**src/rtl/mem_arbiter.sv**
```systemverilog
// mem_arbiter: fixed-priority (data over fetch) byte-serial RAM arbiter with one-cycle done pulses.
// Define ARB_STARVE_GUARD_EN to cap consecutive data grants while a fetch is waiting.
module mem_arbiter #(
  parameter int unsigned STARVE_LIMIT = 4
) (
  input  logic        clk,
  input  logic        rst,
  input  logic        rdy_in,
  input  logic        if_req,
  input  logic [31:0] if_addr,
  output logic        if_done,
  output logic [31:0] if_data,
  input  logic        mem_req,
  input  logic        mem_we,
  input  logic [31:0] mem_addr,
  input  logic [31:0] mem_wdata,
  input  logic [1:0]  mem_len,
  output logic        mem_done,
  output logic [31:0] mem_rdata,
  output logic [31:0] ram_a,
  output logic [7:0]  ram_dout,
  output logic        ram_wr,
  input  logic [7:0]  ram_din,
  output logic        busy
);

  typedef enum logic [1:0] {StIdle, StXfer, StTail, StDone} state_e;

  state_e      r_state, w_state_nxt;
  logic [31:0] r_base, r_wdata, r_buf, r_if_data, r_mem_rdata, r_ram_a;
  logic [7:0]  r_ram_dout;
  logic [2:0]  r_k, r_n;
  logic        r_we, r_is_if;

  logic        w_grant_if, w_grant_mem, w_starved, w_capture, w_active;
  logic [2:0]  w_len_n;
  logic [1:0]  w_idx;
  logic [31:0] w_buf_nxt, w_cur_a;
  logic [7:0]  w_cur_byte;

  always_comb begin
    case (mem_len)
      2'b10:   w_len_n = 3'd2;
      2'b11:   w_len_n = 3'd4;
      default: w_len_n = 3'd1;
    endcase
  end

`ifdef ARB_STARVE_GUARD_EN
  localparam int unsigned CntW = $clog2(STARVE_LIMIT + 2);
  logic [CntW-1:0] r_starve;

  assign w_starved = (32'(r_starve) >= STARVE_LIMIT);

  always_ff @(posedge clk) begin
    if (rst) begin
      r_starve <= '0;
    end else if (rdy_in && (r_state == StIdle)) begin
      if (w_grant_if || !if_req) begin
        r_starve <= '0;
      end else if (w_grant_mem) begin
        r_starve <= r_starve + 1'b1;
      end
    end
  end
`else
  assign w_starved = 1'b0;
`endif

  assign w_grant_mem = mem_req && !(if_req && w_starved);
  assign w_grant_if  = if_req && !w_grant_mem;

  assign w_active   = (r_state == StXfer) && rdy_in;
  assign w_cur_a    = r_base + 32'(r_k);
  assign w_cur_byte = r_wdata[8*r_k[1:0] +: 8];
  assign w_idx      = r_k[1:0] - 2'd1;
  assign w_capture  = ((r_state == StXfer) && !r_we && (r_k != 3'd0)) || (r_state == StTail);

  // Read data lags its address by a cycle, so byte k-1 is captured while byte k is addressed.
  always_comb begin
    w_buf_nxt = r_buf;
    if (w_capture) begin
      w_buf_nxt[8*w_idx +: 8] = ram_din;
    end
  end

  always_comb begin
    w_state_nxt = r_state;
    unique case (r_state)
      StIdle: if (w_grant_mem || w_grant_if) w_state_nxt = StXfer;
      StXfer: if (r_k == r_n - 3'd1) w_state_nxt = r_we ? StDone : StTail;
      StTail: w_state_nxt = StDone;
      StDone: w_state_nxt = StIdle;
      default: w_state_nxt = StIdle;
    endcase
  end

  always_ff @(posedge clk) begin
    if (rst) begin
      r_state     <= StIdle;
      r_base      <= '0;
      r_wdata     <= '0;
      r_buf       <= '0;
      r_if_data   <= '0;
      r_mem_rdata <= '0;
      r_ram_a     <= '0;
      r_ram_dout  <= '0;
      r_k         <= '0;
      r_n         <= '0;
      r_we        <= 1'b0;
      r_is_if     <= 1'b0;
    end else if (rdy_in) begin
      r_state <= w_state_nxt;
      case (r_state)
        StIdle: begin
          if (w_grant_mem || w_grant_if) begin
            r_is_if <= w_grant_if;
            r_base  <= w_grant_if ? if_addr : mem_addr;
            r_we    <= w_grant_mem && mem_we;
            r_wdata <= mem_wdata;
            r_n     <= w_grant_if ? 3'd4 : w_len_n;
            r_k     <= '0;
            r_buf   <= '0;
          end
        end
        StXfer: begin
          r_k     <= r_k + 3'd1;
          r_buf   <= w_buf_nxt;
          r_ram_a <= w_cur_a;
          if (r_we) r_ram_dout <= w_cur_byte;
        end
        StTail: begin
          r_buf <= w_buf_nxt;
          if (r_is_if) r_if_data <= w_buf_nxt;
          else         r_mem_rdata <= w_buf_nxt;
        end
        default: ;
      endcase
    end
  end

  // A stalled XFER keeps showing the last issued address so the pending read byte stays valid.
  assign ram_a     = w_active ? w_cur_a : r_ram_a;
  assign ram_wr    = w_active && r_we;
  assign ram_dout  = ((r_state == StXfer) && r_we) ? w_cur_byte : r_ram_dout;
  assign busy      = (r_state != StIdle);
  assign if_done   = (r_state == StDone) && r_is_if && rdy_in;
  assign mem_done  = (r_state == StDone) && !r_is_if && rdy_in;
  assign if_data   = r_if_data;
  assign mem_rdata = r_mem_rdata;

endmodule

```
**config.mk**
```make
export PLATFORM = sky130hd
export DESIGN_NAME = mem_arbiter
export DESIGN_NICKNAME = d
export VERILOG_FILES = /design/src/rtl/mem_arbiter.sv
export SDC_FILE = /design/constraint.sdc
export NUM_CORES = 1
export LEC_CHECK = 0
export ABC_AREA = 1
export BUFFER_PORTS_ARGS = -buffer_cell sky130_fd_sc_hd__buf_2
export CAP_MARGIN = 30
export CELL_PAD_IN_SITES_DETAIL_PLACEMENT = 1
export CELL_PAD_IN_SITES_GLOBAL_PLACEMENT = 2
export CORE_MARGIN = 2
export CORE_UTILIZATION = 27
export CTS_BUF_LIST = sky130_fd_sc_hd__clkbuf_16
export DETAILED_ROUTE_END_ITERATION = 8
export GPL_TIMING_DRIVEN = 0
export HOLD_SLACK_MARGIN = 0.05
export PLACE_DENSITY = 0.86
export SYNTH_ARGS = -nofsm -noshare
export SYNTH_HDL_FRONTEND = slang
export SYNTH_SLANG_ARGS = --single-unit
```
**constraint.sdc**
```tcl
create_clock -name clk -period 2.38 [get_ports clk]
set_input_delay 0.357 -clock clk [delete_from_list [all_inputs] [get_ports clk]]
set_output_delay 0.357 -clock clk [all_outputs]
set_load 0.01 [all_outputs]
```
[After elaboration in Yosys (flattened, before gate mapping)]
Cells that the tools add are included.
Widths: inputs -> output; s select.
Operators by class
  reductions and logical operators: 30
  div/mod/pow operators: 0
  eq/ne operators: 8
  $add $sub $neg: 5
  bitwise logic cells: 1
  $mul: 0
  mux-type cells: 15
  order comparisons: 0
  shifts and indexed selects: 3
Operators by type and width (number)
  $mux 32: 4
  $pmux 32 s2: 1
  $neg 5->34: 1
  $shift 8x34->32 const A: 1
  $shiftx 8x34->32: 1
  $add 32x3->32: 1
  $bwmux 32: 1
  $shiftx 32x6->8: 1
  $reduce_and 3->1: 7
  $pmux 3 s2: 2
  $logic_and 1x1->1: 11
  $eq 2x2->1 const B: 4
  $mux 8: 1
  $pmux 2 s4: 1
  $mux 3: 2
  $reduce_bool 2->1: 3
  $mux 2: 2
  $add 3x1->3 const B: 1
  $eq 3x3->1: 1
  $logic_not 1->1: 3
  $reduce_bool 3->1: 1
  $sub 3x1->3 const B: 1
  $eq 2x1->1 const B: 1
  $logic_not 2->1: 1
  8 further kinds: 9
Storage, ports and cells
  memory bits (read-only): 0
  memories kept: 0
  RAM bits: 0
  bits in registers: 210
  output and inout port bits: 108
  word-level logic and storage cells: 74
  latch bits: 0

[Longest topological paths before layout]
  depth in word-level cells: 6
  gate-level depth with buffers: 13

[Worst setup path before layout]
Ideal clock, no wire load.
  path kind: register -> output
  from: register r_k[1]
  to: output port ram_a[16]
  data arrival time: 1.911 ns
  buffers on the path: 0
  slack: 0.112 ns
  cell stages (with the launch flop): 11
  cell sequence: dfxtp_1 -> clkinv_1 -> fa_1 -> inv_1 -> nand3_1 -> nand2_1 -> nand2_1 -> o21ai_0 -> nand3_1 -> o21ai_0 -> inv_1
Between the ends
  cells in the longest elaborated chain, start to end: 2
Ends and longest elaborated chain
  start, declared: RTL line 32  | logic [2:0] r_k, r_n;
  start signal, assigned: RTL line 127  | r_k <= r_k + 3'd1;
  $add 32x3->32: RTL line 74  | assign w_cur_a = r_base + 32'(r_k);
  $mux 32: RTL line 143  | assign ram_a = w_active ? w_cur_a : r_ram_a;
  end, declared: RTL line 20  | output logic [31:0] ram_a,
Every way passes these cells.

[Worst setup path in the final report]
  from: register r_k[0]
  to: output port ram_a[28]
The elaborated chain is that of the path after synthesis.

==> results.py <==
metrics = {
    "route": {
        "wirelength_um": 42200,
        "firstDrtPassIters": 4,
        "drc_errors": 0,
        "num_vias": 11200,
        "first_iter_violations": 482,
        "wl_per_cell_um": 17.7,
        "avgViaCountPerCell": 4.72,
        "ant_nets": 0,
    },
    "global_route": {
        "grt_pass1_wl_um": 64500,
        "antenna_found_initial": 1,
        "track_usage_pct": 20.8,
        "grt_pass1_vias": 11700,
        "grt_start_max_net_pins": 13,
        "overflow": 0,
    },
    "outcome": {
        "status": "finished, violations left",
        "violations": "negative setup slack",
    },
    "power_and_ir_drop": {
        "power_mw": 9.29,
        "p_leak_nw": 6.92,
        "ir_drop_mv": 0.453,
        "power_density_nw_per_um2": 641,
    },
    "critical_path": {
        "crit_type": "reg2out",
        "crit_fanout": 5,
        "crit_path_end_kind": "output pin",
        "start_kind": "flip-flop",
        "cp.arrival_ns": 2.38,
        "crit_required_ns": 2.02,
    },
    "yosys": {
        "yosysTopAreaCellShare_pct": 40.8,
        "syn_avg_cell_area_um2": 6.77,
        "yosys-top-cells-area": "dfxtp_1 (41%), nand2_1 (13%), o21ai_0 (7.7%), inv_1 (7.0%), nor2_1 (6.3%)",
        "synth.net_count": 1648,
        "netlist_area_um2": 10300,
        "ys_seq_elements": 210,
        "ys_warn_count": 0,
        "ys_seq_area_share_pct": 40.8,
        "synth.distinct_cells": 33,
        "netlist_instances": 1520,
        "yosysTopAreaCell": "dfxtp_1",
    },
    "sta": {
        "post-route-period-util_pct": 115,
        "finalCriticalPeriod_ns": 2.74,
        "setup_viol": 32,
        "slew_headroom_pct": 42.5,
        "clock_skew_ns": 0.0151,
        "worstMarginPinSlew_ns": 0.863,
        "hold_viol": 0,
        "fin_ws_ns": -0.360,
        "rsz0062_at_grt": "yes",
        "maxSlewViolCount": 0,
        "fmax_ghz": 0.365,
    },
    "layout": {
        "syn2layout_area_growth_pct": 40.9,
        "utilization_pct": 38.6,
        "layout_commonest_cell": "nand2_1",
        "stdcell_count": 2378,
        "mostFrequentLayoutCells": "nand2_1 (320), buf_2 (226), dfxtp_1 (194)",
        "design_area_um2": 14500,
        "n_antenna_cell": 0,
        "layout-drive-gt1-share_pct": 29.2,
        "nNetsFinal": 1977,
    },
    "clocking": {
        "cts_buffer_depth": 3,
        "clock_latency_ns": 0.54,
        "clockRootBuffer": "clkbuf_16",
        "cts_max_level": 1,
        "cts.sinks": 210,
        "clk_pin_slew_ns": 0.06,
        "cts_buffers": 26,
        "cts_tree": "yes",
    },
    "die": {
        "initial_core_util_pct": 27.4,
        "chipHeight_um": 199,
        "die_area_um2": 39700,
        "ioPinCount": 220,
        "core_area_um2": 37600,
        "rows": 71,
        "dieWidth_um": 199,
    },
    "placed_design": {
        "place_area_um2": 12000,
        "port_buffers": 218,
        "place_hpwl_um": 31000,
        "dp_cells": 2249,
        "globalplace.congestion": 0.839,
    },
    "flow_run": {
        "max-cap-violations": 0,
    },
    "worst_hold_path": {
        "holdCritPathClass": "in2reg",
    },
}
## synth_stat cells, drive strengths merged
| library cell | n |
|---|---|
| clkinv | 3 |
| nand2 | 354 |
| o21ai | 162 |
| or2 | 15 |
| nor2 | 176 |
| o21bai | 4 |
| a21o | 30 |
| inv | 197 |
| nand3 | 85 |
| a211oi | 3 |
| o211ai | 47 |
| o22ai | 8 |
| clkbuf | 58 |
| nand4 | 9 |
| nor3b | 1 |
| xor2 | 2 |
| xnor2 | 4 |
| dfxtp | 210 |
| a31oi | 32 |
| ha | 15 |
| a21oi | 58 |
| nor3 | 7 |
| nand3b | 9 |
| buf | 29 |
| fa | 1 |
| a211o | 1 |
## cell type report
class | instances | area, um^2
inverter | 200 | 776
fill | 4752 | 23100
clock inverter | 19 | 82.6
multi-input combinational | 1023 | 5650
timing repair buffer | 302 | 1910
clock buffer | 27 | 676
buffer | 86 | 531
sequential | 210 | 4240
tap | 511 | 639
## timing repair
item | in CTS | in global routing
gates cloned | 1 | 2
pin swaps | 37 | 42
hold buffers | 19 | 0
gates resized for setup | 212 | 136
endpoints found under the setup margin | 152 | 129
hold endpoints to repair | 19 | 0
setup buffers | 51 | 17
## flip-flops by register name, indices dropped and copies added (netlist names)
signal	count
r_buf	32
r_base	32
r_wdata	32
mem_rdata	32
r_ram_dout	8
r_k	3
r_state	2
if_data	32
r_ram_a	32
r_n	3
r_is_if	1
r_we	1
## metal layers
| metal | share of wire, % | vias up | wire length, um | track usage (%) |
|---|---|---|---|---|
| met4 | 2.1 | 2 | 871 | 5.44 |
| li1 | - | 5556 | - | - |
| met1 | 46 | 5417 | 19300 | 27.5 |
| met2 | 48 | 199 | 20200 | 35.7 |
| met3 | 4.4 | 47 | 1850 | 2.78 |
| met5 | 0.012 | - | 5 | 0 |
## worst max-delay path, stage by stage, from the launching register on
cell and delay (ns):
dfxtp_4 0.37, ha_4 0.14, inv_2 0.04, fa_2 0.35
inv_2 0.08, nand3_2 0.08, nand2_4 0.14, inv_4 0.06
nor2_4 0.11, nand2_1 0.07, nand2_1 0.09, nand3_2 0.08
nand2_2 0.09, inv_2 0.04, buf_6 0.11
## final timing paths
| check | depth (start not counted) | endpoint | startpoint | slack, ns |
|---|---|---|---|---|
| min | 3 | r_wdata[2] | mem_wdata[2] | 0.08 |
| max | 14 | ram_a[28] | r_k[0] | -0.36 |
| min reg2reg | 2 | r_buf[31] | r_buf[31] | 0.47 |
| max reg2reg | 20 | r_ram_a[30] | r_k[0] | -0.18 |
## per-stage QoR
step	TNS, ns	hold WS, ns	worst slack [ns]
finish	-6.12	0.0754	-0.360
global route	-10.48	0.0621	-0.485
CTS	-7.79	0.0500	-0.425
detailed placement	-71.80	0.457	-0.950
global placement	-67.41	0.450	-0.953
floorplan	0	0.439	0.112
## cells by family after synthesis
group,synth area share [%]
and+or+nand+nor,26.4
adders and majority gates,2.02
DFF,40.8
AOI/OAI and AO/OA,19.3
buffers and inverters,10.9
xor gates and xnor gates,0.511
## report_power, final
part	total [mW]	internal (mW)	leakage, nW	switching, mW
Sequential	3.92	3.72	1.72	0.194
Combinational	1.79	0.749	4.80	1.04
Clock	3.58	2.03	0.400	1.55
Total	9.29	6.50	6.92	2.79
No activity file was read; power rests on OpenSTA's default activity.
